[src/rtl/tape_loader_if.sv]
// Symbol/command bundle between a symbol source, the tape loader and the tape.
// sym_valid/sym_ready: a symbol transfers on a rising edge where both are high; the source holds sym_in stable while sym_valid is high.
interface tape_loader_if;
    logic [3:0] sym_in;
    logic       sym_valid;
    logic       sym_ready;
    logic       del_req;
    logic       del_done;
    logic       restart;
    logic [3:0] tape_new_symbol;
    logic       tape_set_symbol;
    logic       tape_move;
    logic       tape_move_dir;
    logic       roll_back;
    logic       tape_delete;
    logic [7:0] count;
    logic       overflow;
    logic       done;
    logic [2:0] fsm_state;

    modport slave (
        input  sym_in, sym_valid, del_req, restart,
        output sym_ready, del_done, tape_new_symbol, tape_set_symbol, tape_move,
        output tape_move_dir, roll_back, tape_delete, count, overflow, done, fsm_state
    );

    modport master (
        output sym_in, sym_valid, del_req, restart,
        input  sym_ready, del_done, tape_new_symbol, tape_set_symbol, tape_move,
        input  tape_move_dir, roll_back, tape_delete, count, overflow, done, fsm_state
    );
endinterface

[src/rtl/tape_loader.sv]
// Writes a stream of program symbols onto the Brainfuck tape, handling backspace
// and rewinding the tape pointer to cell 0 when the halt symbol arrives.
module tape_loader #(
    parameter int         TAPE_CELLS = 128,
    parameter logic [3:0] HALT_SYM   = 4'b0000
) (
    input  logic          working_clock,
    input  logic          reset,
    tape_loader_if.slave  bus
);
    typedef enum logic [2:0] {
        S_INIT,
        S_IDLE,
        S_WRITE,
        S_ADVANCE,
        S_BACK,
        S_ERASE,
        S_REWIND,
        S_DONE
    } state_t;

    localparam logic [7:0] LAST_CELL = 8'(TAPE_CELLS - 1);

    state_t     state;
    logic [7:0] count_q;
    logic       overflow_q;
    logic       done_q;
    logic [3:0] new_symbol_q;
    logic       set_q;
    logic       move_q;
    logic       dir_q;
    logic       roll_q;
    logic       delete_q;
    logic       del_done_q;
    logic       wants_delete;

    // Backspace wins over a pending symbol, so the symbol is held off while it runs.
    assign wants_delete  = bus.del_req && (count_q != 8'd0);
    assign bus.sym_ready = (state == S_IDLE) && !wants_delete;

    always_ff @(posedge working_clock) begin
        if (reset) begin
            state        <= S_INIT;
            count_q      <= 8'd0;
            overflow_q   <= 1'b0;
            done_q       <= 1'b0;
            new_symbol_q <= 4'd0;
            set_q        <= 1'b0;
            move_q       <= 1'b0;
            dir_q        <= 1'b0;
            roll_q       <= 1'b0;
            delete_q     <= 1'b0;
            del_done_q   <= 1'b0;
        end else begin
            // Command outputs are one-cycle pulses raised on entry to their state.
            new_symbol_q <= 4'd0;
            set_q        <= 1'b0;
            move_q       <= 1'b0;
            dir_q        <= 1'b0;
            roll_q       <= 1'b0;
            delete_q     <= 1'b0;
            del_done_q   <= 1'b0;

            case (state)
                S_INIT: begin
                    state <= S_IDLE;
                end
                S_IDLE: begin
                    if (wants_delete) begin
                        state  <= S_BACK;
                        move_q <= 1'b1;
                    end else if (bus.sym_valid) begin
                        if (bus.sym_in == HALT_SYM) begin
                            state  <= S_REWIND;
                            roll_q <= 1'b1;
                        end else if (count_q == LAST_CELL) begin
                            overflow_q <= 1'b1;
                        end else begin
                            state        <= S_WRITE;
                            set_q        <= 1'b1;
                            new_symbol_q <= bus.sym_in;
                        end
                    end
                end
                S_WRITE: begin
                    state  <= S_ADVANCE;
                    move_q <= 1'b1;
                    dir_q  <= 1'b1;
                end
                S_ADVANCE: begin
                    if (count_q != LAST_CELL) begin
                        count_q <= count_q + 8'd1;
                    end
                    state <= S_IDLE;
                end
                S_BACK: begin
                    if (count_q != 8'd0) begin
                        count_q <= count_q - 8'd1;
                    end
                    state      <= S_ERASE;
                    delete_q   <= 1'b1;
                    del_done_q <= 1'b1;
                end
                S_ERASE: begin
                    state <= S_IDLE;
                end
                S_REWIND: begin
                    state  <= S_DONE;
                    done_q <= 1'b1;
                end
                S_DONE: begin
                    // Old tape contents stay; count alone marks the new program's end.
                    if (bus.restart) begin
                        state      <= S_IDLE;
                        count_q    <= 8'd0;
                        overflow_q <= 1'b0;
                        done_q     <= 1'b0;
                    end
                end
                default: begin
                    state <= S_INIT;
                end
            endcase
        end
    end

    assign bus.tape_new_symbol = new_symbol_q;
    assign bus.tape_set_symbol = set_q;
    assign bus.tape_move       = move_q;
    assign bus.tape_move_dir   = dir_q;
    assign bus.roll_back       = roll_q;
    assign bus.tape_delete     = delete_q;
    assign bus.del_done        = del_done_q;
    assign bus.count           = count_q;
    assign bus.overflow        = overflow_q;
    assign bus.done            = done_q;
    assign bus.fsm_state       = state;
endmodule

[src/flat_wrapper.sv]
// flat-port wrapper written by rule: the top's interface ports become plain ports
module tape_loader_flat 
#(
    parameter int         TAPE_CELLS = 128,
    parameter logic [3:0] HALT_SYM   = 4'b0000
)
  (working_clock, reset, bus_sym_in, bus_sym_valid, bus_del_req, bus_restart, bus_sym_ready, bus_del_done, bus_tape_new_symbol, bus_tape_set_symbol, bus_tape_move, bus_tape_move_dir, bus_roll_back, bus_tape_delete, bus_count, bus_overflow, bus_done, bus_fsm_state);
  tape_loader_if bus_i ();
  input  logic working_clock;
  input  logic reset;
  input wire logic [$bits(bus_i.sym_in)-1:0] bus_sym_in;
  input wire logic [$bits(bus_i.sym_valid)-1:0] bus_sym_valid;
  input wire logic [$bits(bus_i.del_req)-1:0] bus_del_req;
  input wire logic [$bits(bus_i.restart)-1:0] bus_restart;
  output wire logic [$bits(bus_i.sym_ready)-1:0] bus_sym_ready;
  output wire logic [$bits(bus_i.del_done)-1:0] bus_del_done;
  output wire logic [$bits(bus_i.tape_new_symbol)-1:0] bus_tape_new_symbol;
  output wire logic [$bits(bus_i.tape_set_symbol)-1:0] bus_tape_set_symbol;
  output wire logic [$bits(bus_i.tape_move)-1:0] bus_tape_move;
  output wire logic [$bits(bus_i.tape_move_dir)-1:0] bus_tape_move_dir;
  output wire logic [$bits(bus_i.roll_back)-1:0] bus_roll_back;
  output wire logic [$bits(bus_i.tape_delete)-1:0] bus_tape_delete;
  output wire logic [$bits(bus_i.count)-1:0] bus_count;
  output wire logic [$bits(bus_i.overflow)-1:0] bus_overflow;
  output wire logic [$bits(bus_i.done)-1:0] bus_done;
  output wire logic [$bits(bus_i.fsm_state)-1:0] bus_fsm_state;
  assign bus_i.sym_in = bus_sym_in;
  assign bus_i.sym_valid = bus_sym_valid;
  assign bus_i.del_req = bus_del_req;
  assign bus_i.restart = bus_restart;
  assign bus_sym_ready = bus_i.sym_ready;
  assign bus_del_done = bus_i.del_done;
  assign bus_tape_new_symbol = bus_i.tape_new_symbol;
  assign bus_tape_set_symbol = bus_i.tape_set_symbol;
  assign bus_tape_move = bus_i.tape_move;
  assign bus_tape_move_dir = bus_i.tape_move_dir;
  assign bus_roll_back = bus_i.roll_back;
  assign bus_tape_delete = bus_i.tape_delete;
  assign bus_count = bus_i.count;
  assign bus_overflow = bus_i.overflow;
  assign bus_done = bus_i.done;
  assign bus_fsm_state = bus_i.fsm_state;
  tape_loader #(.TAPE_CELLS(TAPE_CELLS), .HALT_SYM(HALT_SYM)) u_core (.working_clock(working_clock), .reset(reset), .bus(bus_i));
endmodule
[config.mk]
export PLATFORM = sky130hd
export DESIGN_NAME = tape_loader_flat
export DESIGN_NICKNAME = d
export VERILOG_FILES = /design/src/rtl/tape_loader_if.sv /design/src/rtl/tape_loader.sv /design/src/flat_wrapper.sv
export SDC_FILE = /design/constraint.sdc
export NUM_CORES = 1
export LEC_CHECK = 0
export ABC_AREA = 1
export CORE_MARGIN = 1
export CORE_UTILIZATION = 51
export CTS_CLUSTER_DIAMETER = 150
export CTS_CLUSTER_SIZE = 12
export DETAILED_ROUTE_END_ITERATION = 12
export PLACE_DENSITY = 0.83
export SLEW_MARGIN = 20
export SYNTH_ARGS = -nofsm -noshare
export SYNTH_HDL_FRONTEND = slang
export SYNTH_SLANG_ARGS = --single-unit
[constraint.sdc]
create_clock -name working_clock -period 3.6 [get_ports working_clock]
set_input_delay 0.72 -clock working_clock [delete_from_list [all_inputs] [get_ports working_clock]]
set_output_delay 0.72 -clock working_clock [all_outputs]
set_load 0.05 [all_outputs]
==> results of run 1 <==
## worst register-to-register path, delay by kind of cell (launching register included)
kind / cells / cell delay, ns
AND/OR/NAND/NOR: 8 / 0.65
adder cells (fa/ha/maj): 1 / 0.27
AO/OA/AOI/OAI: 1 / 0.14
buffers and inverters: 2 / 0.22
flip-flops: 1 / 0.60
## flip-flops by register name (all words and copies together), names as in the netlist
| register | count |
|---|---|
| u_core.bus.tape_move | 1 |
| u_core.bus.tape_set_symbol | 1 |
| u_core.bus.tape_move_dir | 1 |
| u_core.bus.overflow | 1 |
| u_core.bus.tape_new_symbol | 4 |
| u_core.bus.roll_back | 1 |
| u_core.bus.fsm_state | 3 |
| u_core.bus.done | 1 |
| u_core.bus.count | 8 |
| u_core.bus.tape_delete | 1 |
## worst min-delay path by stage
stage | start | end | slack (ns) | depth (start not counted)
6_report | u_core.bus.overflow | u_core.bus.overflow | 0.46 | 2
5_1_grt | u_core.bus.overflow | u_core.bus.overflow | 0.48 | 2
4_1_cts | u_core.bus.overflow | u_core.bus.overflow | 0.46 | 2
3_5_place_dp | u_core.bus.overflow | u_core.bus.overflow | 0.45 | 2
3_3_place_gp | u_core.bus.overflow | u_core.bus.overflow | 0.43 | 2
2_1_floorplan | u_core.bus.overflow | u_core.bus.overflow | 0.66 | 2
## layout make-up
class | count | area, um^2 | area share [%]
Clock buffer | 3 | 22.52 | 1.364
Clock inverter | 1 | 30.03 | 1.818
Inverter | 35 | 131.4 | 7.955
Multi-Input combinational cell | 130 | 671.9 | 40.68
Sequential cell | 22 | 440.4 | 26.67
Tap cell | 28 | 35.03 | 2.121
Timing Repair Buffer | 32 | 320.3 | 19.39
## metal layers
layer	share of wire (%)	vias to the layer above	GRT usage, %
li1	-	671	-
met4	2.4	0	11.26
met1	44	566	30.11
met5	0	-	0
met2	46	60	43.94
met3	7.4	9	7.018
## kinds of logic (layout without fill, tap and decap cells)
logic type	Yosys count	after routing	share of synthesized area [%]
adder cells (fa/ha/maj)	4	4	3.972
flip-flops	22	22	34.96
XOR/XNOR	2	2	1.391
buffers and inverters	38	71	11.72
AO/OA/AOI/OAI	22	22	9.236
AND/OR/NAND/NOR	102	102	38.73
## cells in the mapped netlist (2+ instances only)
| cell type | n | share of area, % |
|---|---|---|
| a21oi_1 | 12 | 4.8 |
| dfxtp_1 | 22 | 35 |
| ha_1 | 4 | 4.0 |
| inv_1 | 28 | 8.3 |
| inv_2 | 6 | 1.8 |
| nand2_1 | 47 | 14 |
| nand3_1 | 18 | 7.2 |
| nand3b_1 | 2 | 1.2 |
| nand4_1 | 4 | 2.0 |
| nor2_1 | 19 | 5.7 |
| nor2_2 | 2 | 0.99 |
| nor2_4 | 2 | 1.8 |
| nor3_1 | 3 | 1.2 |
| o21ai_0 | 4 | 1.6 |
| o21ai_1 | 3 | 1.2 |
## power breakdown
part | switching (mW) | total (mW) | internal [mW]
sequential | 0.0101 | 0.262 | 0.251
combinational | 0.0789 | 0.120 | 0.0410
clock | 0.0728 | 0.185 | 0.113
## cells in the final DEF (no fill, tap or decap), types with 2 or more instances in the layout
| master | synthesis | final |
|---|---|---|
| nor2_4 | 2 | 2 |
| nor2_2 | 2 | 2 |
| nor2_1 | 19 | 19 |
| inv_2 | 6 | 6 |
| nand2_1 | 47 | 47 |
| o21ai_1 | 3 | 3 |
| clkbuf_4 | 0 | 3 |
| nor3_1 | 3 | 3 |
| o21ai_0 | 4 | 4 |
| a21oi_1 | 12 | 12 |
| nand3_1 | 18 | 18 |
| clkdlybuf4s50_1 | 0 | 32 |
| nand3b_1 | 2 | 2 |
| ha_1 | 4 | 4 |
| inv_1 | 28 | 28 |
| nand4_1 | 4 | 4 |
| dfxtp_1 | 22 | 22 |
==> results.sh, run 1 <==
export IMPL_status="complete, no violations"
export IMPL_crit_cells=5
export IMPL_hold_violations=0
export IMPL_die_w_um=51.71
export IMPL_viasPerCell=5.203
export IMPL_final_fill_count=200
export IMPL_design_area_mm2=0.001652
export IMPL_drtIter0Drc=32
export IMPL_pre_cts_ws_ns=0.6170
export IMPL_critPathLaunch="bus_del_req"
export IMPL_core_area_mm2=0.002276
export IMPL_synth_ff_type="dfxtp_1"
export IMPL_grt_pass1_wl_mm=5.161
export IMPL_drv_slew=0
export IMPL_drc=0
export IMPL_area_growth_syn_to_layout_pct=31.08
export IMPL_setup_viol=0
export IMPL_syn_nets=203
export IMPL_die_h_um=51.71
export IMPL_whs_ns=0.4583
export IMPL_crit_path_top_delay_cell="clkdlybuf4s50_1"
export IMPL_clk_path_buf_depth=2
export IMPL_cts_repair_resized=0
export IMPL_hold_class="reg2reg"
export IMPL_p_per_area_mw_per_mm2=343.2
export IMPL_drt_pass1_iterations=5
export IMPL_antenna_found_initial=0
export IMPL_routedWlPerCell_um=11.94
export IMPL_cts_sinks=22
export IMPL_synthArstFlopShare_pct=0
export IMPL_fin_setup_tns_ns=0
export IMPL_hold_buffers=0
export IMPL_synthDistinctLibCells=29
export IMPL_worstPathMaxFanout=5
export IMPL_clock_root_buffer="clkbuf_4"
export IMPL_ant_nets=0
export IMPL_crit_top_cell="clkdlybuf4s50_1"
export IMPL_grt_ovfl_total=0
export IMPL_relSlewSlack_pct=61.01
export IMPL_dp_cells=247
export IMPL_syn_avg_cell_area_um2=6.631
export IMPL_rsz0062_at_grt="false"
export IMPL_crit_path_end="bus_sym_ready"
export IMPL_finalCriticalPeriod_ns=2.994
export IMPL_port_buffer_count=32
export IMPL_antenna_cells=0
export IMPL_cts_setup_buffers=0
export IMPL_clkLatencyLatePin_ns=0.31
export IMPL_die_area_mm2=0.002673
export IMPL_leakage_nw=0.7651
export IMPL_cts_tree="built"
export IMPL_io_pins=33
export IMPL_reg2reg_setup_slack_ns=1.67
export IMPL_drive_gt1_share_pct=8.072
export IMPL_synthCells=190
export IMPL_synth_edf_count=0
export IMPL_maxCapViolCount=0
export IMPL_dp_hpwl_mm=2.283
export IMPL_post_route_period_util_pct=83.16
export IMPL_ys_ff_latch=22
export IMPL_finalClockSkew_ns=0.01602
export IMPL_yosysSeqAreaShare_pct=34.96
export IMPL_vias=1306
export IMPL_wl_mm=2.997
export IMPL_cts_buffers=3
export IMPL_cp_num_buf_inv=3
export IMPL_grt_pass1_vias=1289
export IMPL_setup_ws_ns=0.6063
export IMPL_reg2reg_from="u_core.bus.fsm_state[2]"
export IMPL_stdcell_count=251
export IMPL_gp_congestion=0.9060
export IMPL_start_kind="input port"
export IMPL_critPathRequiredTime_ns=2.88
export IMPL_worstPathArrival_ns=2.27
export IMPL_detailed_place_area_mm2=0.001599
export IMPL_cp_top_family="buffers and inverters"
export IMPL_worstSetupEndpointType="output port"
export IMPL_tightest_slew_ns=0.5795
export IMPL_r2r_cells=12
export IMPL_critical_path_max_stage_delay_ns=0.82
export IMPL_rows=17
export IMPL_clkSlewWorstSetupHoldPaths_ns=0.11
export IMPL_synth_warnings=0
export IMPL_crit_chain="clkdlybuf4s50_1 -> o21ai_1 -> inv_2 -> nor2_1 -> clkdlybuf4s50_1"
export IMPL_final_util_pct=72.57
export IMPL_nNetsFinal=237
export IMPL_p_total_uw=566.8
export IMPL_syn_area_mm2=0.001260
export IMPL_initial_core_util_pct=55.36
export IMPL_clock_fmax_ghz=0.3340
export IMPL_htreeDepth=1
export IMPL_crit_type="in2out"
export IMPL_r2r_end="u_core.bus.count[6]"
export IMPL_grt_usage_pct=25.83
export IMPL_grt_start_max_net_pins=15
export IMPL_ir_worst_vdd_uv=366.7
Power figures use the tool's default switching activity.
==> inputs of run 2 (changes only) <==
--- a/config.mk
+++ b/config.mk
@@ -7,11 +7,11 @@
 export LEC_CHECK = 0
 export ABC_AREA = 1
 export CORE_MARGIN = 1
-export CORE_UTILIZATION = 51
+export CORE_UTILIZATION = 43
 export CTS_CLUSTER_DIAMETER = 150
 export CTS_CLUSTER_SIZE = 12
 export DETAILED_ROUTE_END_ITERATION = 12
-export PLACE_DENSITY = 0.83
+export PLACE_DENSITY = 0.75
 export SLEW_MARGIN = 20
 export SYNTH_ARGS = -nofsm -noshare
 export SYNTH_HDL_FRONTEND = slang
==> constraint.sdc (replaced) <==
create_clock -name working_clock -period 2.4 [get_ports working_clock]
set_input_delay 0.48 -clock working_clock [delete_from_list [all_inputs] [get_ports working_clock]]
set_output_delay 0.48 -clock working_clock [all_outputs]
set_load 0.05 [all_outputs]
==> results.sh, run 2 (synthesis results as in run 1) <==
export IMPL_dp_hpwl_mm=2.170
export IMPL_rows=19
export IMPL_crit_path_top_delay_cell="clkdlybuf4s50_1"
export IMPL_switchingPower_uw=249.7
export IMPL_port_buffer_count=32
export IMPL_drive_gt1_share_pct=9.375
export IMPL_die_h_um=56.13
export IMPL_worstPathArrival_ns=1.79
export IMPL_worstSetupEndpointType="output port"
export IMPL_grt_usage_pct=19.69
export IMPL_tightest_slew_ns=0.5697
export IMPL_fin_setup_tns_ns=0
export IMPL_cts_setup_buffers=0
export IMPL_nNetsFinal=238
export IMPL_clkLatencyLatePin_ns=0.31
export IMPL_drc=0
export IMPL_wl_mm=2.860
export IMPL_hold_violations=0
export IMPL_clkSlewWorstSetupHoldPaths_ns=0.13
export IMPL_finalClockSkew_ns=0.004859
export IMPL_final_fill_count=257
export IMPL_whs_path_depth=2
export IMPL_setup_viol=0
export IMPL_pre_cts_ws_ns=0.3795
export IMPL_drt_pass1_iterations=4
export IMPL_crit_type="reg2out"
export IMPL_grt_start_max_net_pins=14
export IMPL_htreeDepth=1
export IMPL_clk_path_buf_depth=2
export IMPL_routedWlPerCell_um=11.22
export IMPL_cts_repair_resized=0
export IMPL_hold_buffers=0
export IMPL_antenna_cells=0
export IMPL_gp_congestion=0.8267
export IMPL_p_per_area_mw_per_mm2=516.0
export IMPL_crit_cells=1
export IMPL_clkPwrFrac_pct=33.0
export IMPL_grt_pass1_vias=1108
export IMPL_leakage_nw=0.7750
export IMPL_critical_path_max_stage_delay_ns=0.89
export IMPL_relSlewSlack_pct=61.67
export IMPL_status="complete, no violations"
export IMPL_ir_worst_vdd_uv=491.6
export IMPL_cts_buffers=3
export IMPL_comb_power_share_pct=21.7
export IMPL_power_frac_seq_pct=45.3
export IMPL_final_cell_mix="nand2_1 (47), clkdlybuf4s50_1 (31), inv_1 (28)"
export IMPL_viasPerCell=5.137
export IMPL_cp_num_buf_inv=1
export IMPL_grt_ovfl_total=0
export IMPL_worstPathMaxFanout=9
export IMPL_hold_class="reg2reg"
export IMPL_die_w_um=56.13
export IMPL_drtIter0Drc=60
export IMPL_largest_reg_flops=8
export IMPL_crit_chain="clkdlybuf4s50_1"
export IMPL_post_route_period_util_pct=94.78
export IMPL_antenna_found_initial=0
export IMPL_drv_slew=0
export IMPL_ant_nets=0
export IMPL_io_pins=33
export IMPL_finalCriticalPeriod_ns=2.275
export IMPL_setup_ws_ns=0.1252
export IMPL_clock_fmax_ghz=0.4396
export IMPL_final_common_cell="nand2_1"
export IMPL_p_int_uw=614.7
export IMPL_start_kind="flip-flop"
export IMPL_regArea_um2=440.4
export IMPL_r2r_cells=12
export IMPL_clock_root_buffer="clkbuf_4"
export IMPL_cts_sinks=22
export IMPL_grt_pass1_wl_mm=4.892
export IMPL_rsz0062_at_grt="false"
export IMPL_die_area_mm2=0.003151
export IMPL_cp_top_family="buffers and inverters"
export IMPL_cts_tree="built"
export IMPL_maxCapViolCount=0
export IMPL_critPathRequiredTime_ns=1.92
export IMPL_multiInputGateArea_um2=674.4
export IMPL_core_area_mm2=0.002758
export IMPL_area_growth_syn_to_layout_pct=32.97
export IMPL_switching_share_pct=28.88
export IMPL_vias=1310
export IMPL_initial_core_util_pct=45.69
-- run 2: cell types whose count changed in the layout (fill, tap and decap cells not counted), sizes merged --
cell           previous run  this run
clkdlybuf4s50            32        31
buf                       0         2
-- run 2: power groups by stage --
stage                     clock, mW  sequential (mW)  combinational (mW)
after detailed placement          0            0.400               0.186
after CTS                     0.293            0.392               0.187
after global routing          0.307            0.395               0.203
final                         0.285            0.392               0.187
after global placement            0            0.400               0.185
after floorplan                   0            0.439              0.0804
-- run 2: metal layers --
metal / track usage (%) / part of all wire (%) / vias up / wire [um]
li1: - / - / 672 / -
met2: 30.27 / 45 / 47 / 1291
met4: 7.317 / 1.3 / 0 / 38
met1: 28.22 / 49 / 585 / 1390
met3: 2.326 / 4.9 / 6 / 140
met5: 0 / 0 / - / 0
-- run 2: worst paths after layout --
path / slack [ns] / endpoint / startpoint
max: 0.13 / bus_fsm_state[2] / u_core.bus.fsm_state[2]
min: 0.46 / u_core.bus.overflow / u_core.bus.overflow
max reg2reg: 0.45 / u_core.bus.count[6] / u_core.bus.fsm_state[2]
min reg2reg: 0.46 / u_core.bus.overflow / u_core.bus.overflow
-- run 2: stage by stage --
stage / area, um^2 / instances / utilization [%] / power (mW) / hold WS (ns)
after CTS: 1675 / 255 / 60.75 / 0.8717 / 0.4651
final: 1675 / 255 / 60.75 / 0.8644 / 0.4572
after floorplan: 1262 / 190 / - / 0.5189 / 0.5491
after global placement: 1623 / 251 / 58.85 / 0.5856 / 0.4394
after detailed placement: 1623 / 251 / 58.85 / 0.5863 / 0.4475
after global routing: 1675 / 255 / 60.75 / 0.9038 / 0.4933
-- run 2: area by class of cell --
cell class,count,area share [%]
multi-input combinational,130,40.25
sequential,22,26.29
inverter,35,7.842
timing repair buffer,33,20.16
tap,31,2.315
clock inverter,1,1.792
clock buffer,3,1.344
==> inputs of run 3 (changes only) <==
--- a/config.mk
+++ b/config.mk
@@ -6,7 +6,7 @@
 export NUM_CORES = 1
 export LEC_CHECK = 0
 export ABC_AREA = 1
-export CORE_MARGIN = 1
+export CORE_MARGIN = 2
 export CORE_UTILIZATION = 43
 export CTS_CLUSTER_DIAMETER = 150
 export CTS_CLUSTER_SIZE = 12
==> results.sh, run 3 (synthesis results as in run 1) <==
export IMPL_status="complete, no violations"
export IMPL_die_area_mm2=0.003379
export IMPL_cts_setup_buffers=0
export IMPL_core_area_mm2=0.002781
export IMPL_drv_slew=0
export IMPL_drt_pass1_iterations=4
export IMPL_crit_type="reg2out"
export IMPL_grt_pass1_wl_mm=5.050
export IMPL_worstPathMaxFanout=9
export IMPL_p_per_area_mw_per_mm2=476.2
export IMPL_fin_setup_tns_ns=0
export IMPL_clk_path_buf_depth=2
export IMPL_viasPerCell=4.980
export IMPL_grt_usage_pct=19.22
export IMPL_ant_nets=0
export IMPL_rsz0062_at_grt="false"
export IMPL_area_growth_syn_to_layout_pct=31.68
export IMPL_grtUsageMet3_pct=2.679
export IMPL_tightest_slew_ns=0.5423
export IMPL_die_w_um=58.13
export IMPL_maxCapViolCount=0
export IMPL_routedWlPerCell_um=11.09
export IMPL_ir_worst_vdd_uv=449.8
export IMPL_hold_buffers=0
export IMPL_rows=19
export IMPL_stdcell_count=255
export IMPL_grt_use_met1_pct=27.69
export IMPL_nNetsFinal=238
export IMPL_cp_top_family="buffers and inverters"
export IMPL_critPathRequiredTime_ns=1.92
export IMPL_clkLatencyLatePin_ns=0.31
export IMPL_final_fill_count=257
export IMPL_grt_start_max_net_pins=14
export IMPL_grt_ovfl_total=0
export IMPL_finalClockSkew_ns=0.001493
export IMPL_largest_reg_flops=8
export IMPL_top_usage_layer="met2"
export IMPL_antenna_found_initial=0
export IMPL_port_buffer_count=32
export IMPL_critical_path_max_stage_delay_ns=0.89
export IMPL_cts_tree="built"
export IMPL_final_util_pct=59.65
export IMPL_wl_mm=2.829
export IMPL_setup_viol=0
export IMPL_vias=1270
export IMPL_drc=0
export IMPL_htreeDepth=1
export IMPL_cts_buffers=3
export IMPL_grt_pass1_vias=1110
export IMPL_hold_class="reg2reg"
export IMPL_clkSlewWorstSetupHoldPaths_ns=0.12
export IMPL_post_route_period_util_pct=95.45
export IMPL_cts_repair_resized=0
export IMPL_crit_chain="clkdlybuf4s50_1"
export IMPL_initial_core_util_pct=45.30
export IMPL_finalCriticalPeriod_ns=2.291
export IMPL_io_pins=33
export IMPL_worstPathArrival_ns=1.81
export IMPL_grtUsageMet2_pct=29.22
export IMPL_clock_root_buffer="clkbuf_4"
export IMPL_dp_cells=251
export IMPL_hold_violations=0
export IMPL_crit_path_top_delay_cell="clkdlybuf4s50_1"
export IMPL_final_common_cell="nand2_1"
export IMPL_dp_hpwl_mm=2.204
export IMPL_gp_congestion=0.8598
export IMPL_leakage_nw=0.7680
export IMPL_worstSetupEndpointType="output port"
export IMPL_drive_gt1_share_pct=9.375
export IMPL_die_h_um=58.13
export IMPL_clock_fmax_ghz=0.4365
export IMPL_start_kind="flip-flop"
export IMPL_cts_sinks=22
export IMPL_antenna_cells=0
export IMPL_drtIter0Drc=36
export IMPL_cp_num_buf_inv=1
export IMPL_final_cell_mix="nand2_1 (47), clkdlybuf4s50_1 (31), inv_1 (28)"
export IMPL_relSlewSlack_pct=63.51
run 3: cell count changes in the layout (fill, tap and decap cells not counted):
cell,change
bufinv_16,-1
clkbuf_8,+1
run 3: path summary, 6_finish.rpt:
path	end	slack [ns]	cells past startpoint	start
worst max-delay path	bus_fsm_state[2]	0.11	1	u_core.bus.fsm_state[2]
worst min-delay path	u_core.bus.overflow	0.46	2	u_core.bus.overflow
worst min register to register	u_core.bus.overflow	0.46	2	u_core.bus.overflow
worst max register to register	u_core.bus.count[6]	0.46	12	u_core.bus.fsm_state[2]
run 3: final cells by class:
type / count / area, um^2 / share of cell area, %
well taps: 31 / 38.79 / 2.338
inverters: 35 / 131.4 / 7.919
multi-input cells: 130 / 674.4 / 40.65
flip-flops and latches: 22 / 440.4 / 26.55
repair buffers: 33 / 337.8 / 20.36
clock buffers: 4 / 36.28 / 2.187
run 3: layer usage:
layer | share of wire (%) | vias up
li1 | - | 674
met1 | 50 | 562
met2 | 44 | 29
met3 | 3.9 | 5
met4 | 1.8 | 0
met5 | 0 | -
run 3: stage by stage:
stage | power (mW) | hold slack, ns | setup slack [ns] | instance area (um^2)
floorplan | 0.5189 | 0.5491 | 0.2392 | 1262
global placement | 0.5867 | 0.4396 | 0.3479 | 1623
detailed placement | 0.5860 | 0.4448 | 0.3778 | 1623
CTS | 0.7924 | 0.4628 | 0.1136 | 1659
global route | 0.8251 | 0.4854 | 0.04136 | 1659
finish | 0.7900 | 0.4584 | 0.1093 | 1659
run 3: worst register-to-register path, cell delays in order, from the launching register on:
cell and delay, ns:
dfxtp_1 0.60, nand2_4 0.14, inv_2 0.15, ha_1 0.27, nand4_1 0.10, nand2_1 0.05, inv_1 0.09, nor2_1 0.05
nor2_1 0.12, nand2_1 0.07, nand2_1 0.06, nand3_1 0.06, a21oi_1 0.11
run 3: power breakdown:
group          internal [mW]  total [mW]  switching (mW)
logic                 0.0688       0.186           0.118
registers              0.377       0.392          0.0151
clock network         0.0928       0.211           0.119
